==> src/rtl/fire_pkg.sv <==
// Shared definitions for the fire controller and the extinguisher it drives.
package fire_pkg;

    // Zone addressing shared with the extinguisher: one zone per position code.
    localparam int DEFAULT_POS_W = 3;
    localparam int DEFAULT_ZONES = 2 ** DEFAULT_POS_W;

    // Supervisory state, 2-bit encoding.
    typedef enum logic [1:0] {
        ST_IDLE   = 2'd0,
        ST_SPRAY  = 2'd1,
        ST_VERIFY = 2'd2,
        ST_FAULT  = 2'd3
    } state_t;

endpackage

==> src/rtl/fire_controller_zone_mask.sv <==
// Pending-zone register: new detections are OR-ed in, a sprayed zone is
// cleared, and a detection wins over a clear on the same zone and cycle.
module zone_mask
    import fire_pkg::*;
#(
    parameter  int POS_W = DEFAULT_POS_W,
    localparam int ZONES = 2 ** POS_W
) (
    input  logic             clk,
    input  logic             clr,
    input  logic [ZONES-1:0] set_vec,
    input  logic             clr_en,
    input  logic [POS_W-1:0] clr_idx,
    output logic [ZONES-1:0] pend,
    output logic [ZONES-1:0] pend_nxt
);

    logic [ZONES-1:0] clr_bit;
    logic [ZONES-1:0] pend_reg;

    // One-hot decode of the sprayed position; every code maps to a zone.
    generate
        for (genvar gi = 0; gi < ZONES; gi++) begin : g_clr_bit
            assign clr_bit[gi] = clr_en && (clr_idx == POS_W'(gi));
        end
    endgenerate

    // Set after clear so a fresh detection survives a same-cycle spray.
    assign pend_nxt = (pend_reg & ~clr_bit) | set_vec;
    assign pend     = pend_reg;

    // Pending register, updated in every controller state.
    always_ff @(posedge clk) begin
        if (clr) begin
            pend_reg <= '0;
        end else begin
            pend_reg <= pend_nxt;
        end
    end

endmodule

==> src/rtl/fire_controller.sv <==
// Extinguisher supervisor: latches fire zones, enables the sweep, waits out a
// quiet verify window and reports completion, or latches a fault when the
// extinguisher stalls or fails to put the fire out.
module fire_controller
    import fire_pkg::*;
#(
    parameter  int POS_W         = DEFAULT_POS_W,
    parameter  int VERIFY_CYCLES = 32,
    parameter  int MAX_PASSES    = 4,
    parameter  int WDOG_CYCLES   = 64,
    localparam int ZONES         = 2 ** POS_W
) (
    input  logic             clk,
    input  logic             clr,
    input  logic [ZONES-1:0] fire_zone,
    input  logic             ext_active,
    input  logic [POS_W-1:0] ext_position,
    output logic             ext_enable,
    output logic [ZONES-1:0] zone_pending,
    output logic             alarm,
    output logic             done,
    output logic             fault
);

    localparam int VCNT_W = (VERIFY_CYCLES > 1) ? $clog2(VERIFY_CYCLES) : 1;
    localparam int PASS_W = $clog2(MAX_PASSES + 1);
    localparam int WDOG_W = $clog2(WDOG_CYCLES + 1);

    localparam logic [VCNT_W-1:0] VCNT_LAST = VCNT_W'(VERIFY_CYCLES - 1);
    localparam logic [PASS_W-1:0] PASS_MAX  = PASS_W'(MAX_PASSES);
    localparam logic [WDOG_W-1:0] WDOG_MAX  = WDOG_W'(WDOG_CYCLES);

    state_t              state_reg, state_next;
    logic [VCNT_W-1:0]   vcnt_reg, vcnt_next;
    logic [PASS_W-1:0]   passes_reg, passes_next;
    logic [WDOG_W-1:0]   wdog_reg, wdog_next;
    logic                act_prev_reg, act_prev_next;
    logic                ext_enable_reg, alarm_reg, done_reg, fault_reg;
    logic                ext_enable_next, alarm_next, done_next, fault_next;
    logic [ZONES-1:0]    pend_nxt;
    logic                spray_clr;

    // Feedback only counts while spraying; held values outside SPRAY are stale.
    assign spray_clr = (state_reg == ST_SPRAY) && ext_active;

    zone_mask #(.POS_W(POS_W)) u_zone_mask (
        .clk      (clk),
        .clr      (clr),
        .set_vec  (fire_zone),
        .clr_en   (spray_clr),
        .clr_idx  (ext_position),
        .pend     (zone_pending),
        .pend_nxt (pend_nxt)
    );

    // Next-state, saturating counters and registered-output decode.
    always_comb begin
        state_next    = state_reg;
        vcnt_next     = vcnt_reg;
        passes_next   = passes_reg;
        wdog_next     = wdog_reg;
        act_prev_next = 1'b0;
        case (state_reg)
            ST_IDLE: begin
                if (pend_nxt != '0) begin
                    state_next  = ST_SPRAY;
                    passes_next = '0;
                    wdog_next   = '0;
                end
            end
            ST_SPRAY: begin
                act_prev_next = ext_active;
                // A 1->0 transition of ext_active marks the end of one sweep.
                if (act_prev_reg && !ext_active && passes_reg != PASS_MAX) begin
                    passes_next = passes_reg + 1'b1;
                end
                if (ext_active) begin
                    wdog_next = '0;
                end else if (wdog_reg != WDOG_MAX) begin
                    wdog_next = wdog_reg + 1'b1;
                end
                // Fault outranks the transition to VERIFY.
                if (wdog_next == WDOG_MAX ||
                    (passes_next == PASS_MAX && pend_nxt != '0)) begin
                    state_next = ST_FAULT;
                end else if (pend_nxt == '0) begin
                    state_next = ST_VERIFY;
                    vcnt_next  = '0;
                end
            end
            ST_VERIFY: begin
                if (fire_zone != '0) begin
                    state_next  = ST_SPRAY;
                    vcnt_next   = '0;
                    passes_next = '0;
                    wdog_next   = '0;
                end else if (vcnt_reg == VCNT_LAST) begin
                    state_next = ST_IDLE;
                end else begin
                    vcnt_next = vcnt_reg + 1'b1;
                end
            end
            default: begin
                state_next = ST_FAULT;
            end
        endcase
        ext_enable_next = (state_next == ST_SPRAY);
        alarm_next      = (state_next != ST_IDLE);
        fault_next      = (state_next == ST_FAULT);
        done_next       = (state_reg == ST_VERIFY) && (state_next == ST_IDLE);
    end

    // State, counters and outputs; clr overrides everything.
    always_ff @(posedge clk) begin
        if (clr) begin
            state_reg      <= ST_IDLE;
            vcnt_reg       <= '0;
            passes_reg     <= '0;
            wdog_reg       <= '0;
            act_prev_reg   <= 1'b0;
            ext_enable_reg <= 1'b0;
            alarm_reg      <= 1'b0;
            done_reg       <= 1'b0;
            fault_reg      <= 1'b0;
        end else begin
            state_reg      <= state_next;
            vcnt_reg       <= vcnt_next;
            passes_reg     <= passes_next;
            wdog_reg       <= wdog_next;
            act_prev_reg   <= act_prev_next;
            ext_enable_reg <= ext_enable_next;
            alarm_reg      <= alarm_next;
            done_reg       <= done_next;
            fault_reg      <= fault_next;
        end
    end

    assign ext_enable = ext_enable_reg;
    assign alarm      = alarm_reg;
    assign done       = done_reg;
    assign fault      = fault_reg;

endmodule
==> config.mk <==
export PLATFORM = sky130hd
export DESIGN_NAME = fire_controller
export DESIGN_NICKNAME = d
export VERILOG_FILES = /design/src/rtl/fire_pkg.sv /design/src/rtl/fire_controller_zone_mask.sv /design/src/rtl/fire_controller.sv
export SDC_FILE = /design/constraint.sdc
export NUM_CORES = 1
export LEC_CHECK = 0
export CAP_MARGIN = 20
export CORE_ASPECT_RATIO = 1.25
export CORE_UTILIZATION = 45
export DETAILED_ROUTE_END_ITERATION = 8
export PLACE_DENSITY = 0.75
export SLEW_MARGIN = 20
export SYNTH_ARGS = -nofsm -noshare
export SYNTH_HDL_FRONTEND = slang
export SYNTH_HIERARCHICAL = 1
export SYNTH_SLANG_ARGS = --single-unit
export TNS_END_PERCENT = 5
==> constraint.sdc <==
create_clock -name clk -period 4.6 [get_ports clk]
set_input_delay 1.38 -clock clk [delete_from_list [all_inputs] [get_ports clk]]
set_output_delay 1.38 -clock clk [all_outputs]
set_load 0.1 [all_outputs]
==> results.md <==
* Slew headroom at 0.353
* Post-synth ARST share at 0
* Placement-stage worst setup slack at 0.278 ns
* Vias in the first global route at 1,504
* Cells after Synth at 210
* WP data arrival at 4.19 ns
* Die area at 0.00440 mm^2
* Max incr delay on CP at 0.62 ns
* Post-synth EDFFs at 0
* Power Density at 265 mW/mm^2
* Area growth, synth to finish at 20.7%
* Largest net degree at the start of global routing at 32
* Diodes inserted at 0
* Final setup fails at 0
* Hold Crit Class: reg2reg
* Required @ worst endpoint at 4.76 ns
* Worst Setup Start Kind: primary input
* Core Area at 0.00388 mm^2
* Final worst setup slack at 0.567 ns
* Routed length per placed instance at 14.1 um
* Htree depth at 2
* Largest register FFs at 8
* Sequential element share of the synthesized area at 0.323
* Peak VDD IR at 169 uV
* Primary FF master, synth: dfxtp_1
* Cell variety after synth at 51
* Vias per std cell at 5.72
* Leak pwr at 0.803 nW
* Fin crit share at 0.877
* DP HPWL at 2990 um
* Mapped Area at 0.00186 mm^2
* Fin util at 0.579
* Num rows at 25
* CTS tree: built
* CP max FO at 6
* Crit-path cells: clkdlybuf4s50_1 -> inv_1 -> nor2_1 -> or4b_1 -> a21o_1 -> nor4_1 -> and2_1 -> nand2_1 -> o22ai_2 -> o22ai_2
* Number of post-CTS setup repair buffers at 0
* Fin. Hold Viols at 0
* Clk sinks at 30
* Min Tclk post-route at 4.03 ns
* Register bit count reported by yosys at 30
* Layout cell share with drive strength beyond 1 at 0.126
* RSZ-0062 raised after global routing: false
* Crit end category: register
* Clk slew on worst S/H paths at 0.06 ns
* Initial antenna violation count at 0
* Initial Utilization at 0.480
* CTS Root Cell: clkbuf_8
* FMAX at 248 MHz
* Port Buffers at 25
* Hold buffers post-CTS at 0
* Drt initial violations at 62
* Final Routed Wirelength at 4130 um
* Worst slew pin tran at 0.968 ns
* Max clock buf depth at 2
* Most frequent cells in the layout: dfxtp_1, clkdlybuf4s50_1, nor2_1, a21oi_1
* Global placer's final weighted congestion at 0.769
* Syn. warnings at 6
* CP most frequent cell: o22ai_2
* Worst skew pair latency at 0.28 ns
* Residual DRC at 0
* Total Routing Usage GR at 0.201
* Post-CTS sizing at 0
* Router iterations before antenna repair at 4
* DR vias at 1,677
* Max-Cap Viols at 0
* Crit path kind: in2reg
* Status: completed
* Crit-path slowest cell: clkdlybuf4s50_1
* First-pass GRT wire length at 6580 um
* Max-slew violations at 0
* Num CTS Buffers at 5
* Avg Inst Size Synth at 8.86 um^2
* Commonest non-fill, non-tap cell in the layout: dfxtp_1
* I/O pins at 26
* Final net count at 260
* Setup TNS at 0 ns
* Worst-case hold slack at 0.485 ns
* Post-Syn Nets at 230
* Die W at 59.5 um
* Die Ht at 73.9 um
* GR Overflow Total at 0
* Final Skew at 0.00189 ns
* Routed Antenna Nets at 0
cell usage after synthesis (4+ instances only):
master,count,share of area
a31oi_1,4,0.013
nand4b_1,4,0.019
a211oi_1,5,0.020
a21oi_1,12,0.032
nand3_1,9,0.024
inv_1,6,0.012
a21o_1,9,0.036
o21a_1,10,0.040
o21ai_1,7,0.019
o21ai_0,7,0.019
nor4_1,4,0.013
o21ba_2,8,0.043
ha_1,6,0.040
nor2b_1,4,0.013
dfxtp_1,30,0.32
nand3b_1,8,0.032
and2_1,4,0.013
nor2_1,15,0.030
nand2_1,10,0.020
routing by layer:
layer / vias up / track usage / share of wire
met3: 6 / 0.0546 / 0.037
li1: 857 / - / -
met5: - / 0 / 0
met4: 0 / 0.0879 / 0.017
met2: 33 / 0.341 / 0.49
met1: 781 / 0.232 / 0.45
final cells by class:
type                            count  area (um^2)
Sequential cell                    30          601
Fill cell                         383         1630
Timing Repair Buffer               27          265
Tap cell                           54         67.6
Inverter                            6         22.5
Multi-Input combinational cell    170         1210
Clock buffer                        6         82.6
power by group:
group	switching, W	internal [W]	total (W)	leakage (nW)
Sequential	0.00000748	0.000268	0.000276	0.246
Combinational	0.0000750	0.0000413	0.000116	0.514
Clock	0.0000881	0.000115	0.000203	0.0431
Total	0.000171	0.000424	0.000595	0.803
per-stage QoR:
stage	instances	cell area [um^2]	total power, W
2_1_floorplan	210	1860	0.000359
3_3_place_gp	287	2160	0.000396
3_5_place_dp	287	2160	0.000397
4_1_cts	293	2250	0.000603
5_1_grt	293	2250	0.000620
6_report	293	2250	0.000595
worst paths after layout:
| path | from | to | slack (ns) | cells after the start |
|---|---|---|---|---|
| max reg2reg | state_reg[0] | vcnt_reg[1] | 1.74 | 9 |
| min | vcnt_reg[4] | vcnt_reg[4] | 0.48 | 2 |
| min reg2reg | vcnt_reg[4] | vcnt_reg[4] | 0.48 | 2 |
| max | ext_active | vcnt_reg[1] | 0.57 | 10 |
critical path, delay by kind of cell:
kind / cells / cell delay (ns)
AO/OA/AOI/OAI: 3 / 0.60
AND/OR/NAND/NOR: 5 / 1.44
buffers and inverters: 2 / 0.75
kinds of logic (layout without fill, tap and decap cells):
family / after synthesis / count (layout) / share of synthesized area
muxes: 1 / 1 / 0.00538
and+or+nand+nor: 88 / 88 / 0.297
DFF: 30 / 30 / 0.323
AOI/OAI and AO/OA: 75 / 75 / 0.306
buffers and inverters: 10 / 39 / 0.0282
adders and majority gates: 6 / 6 / 0.0403
(Power assumes the default switching activity.)
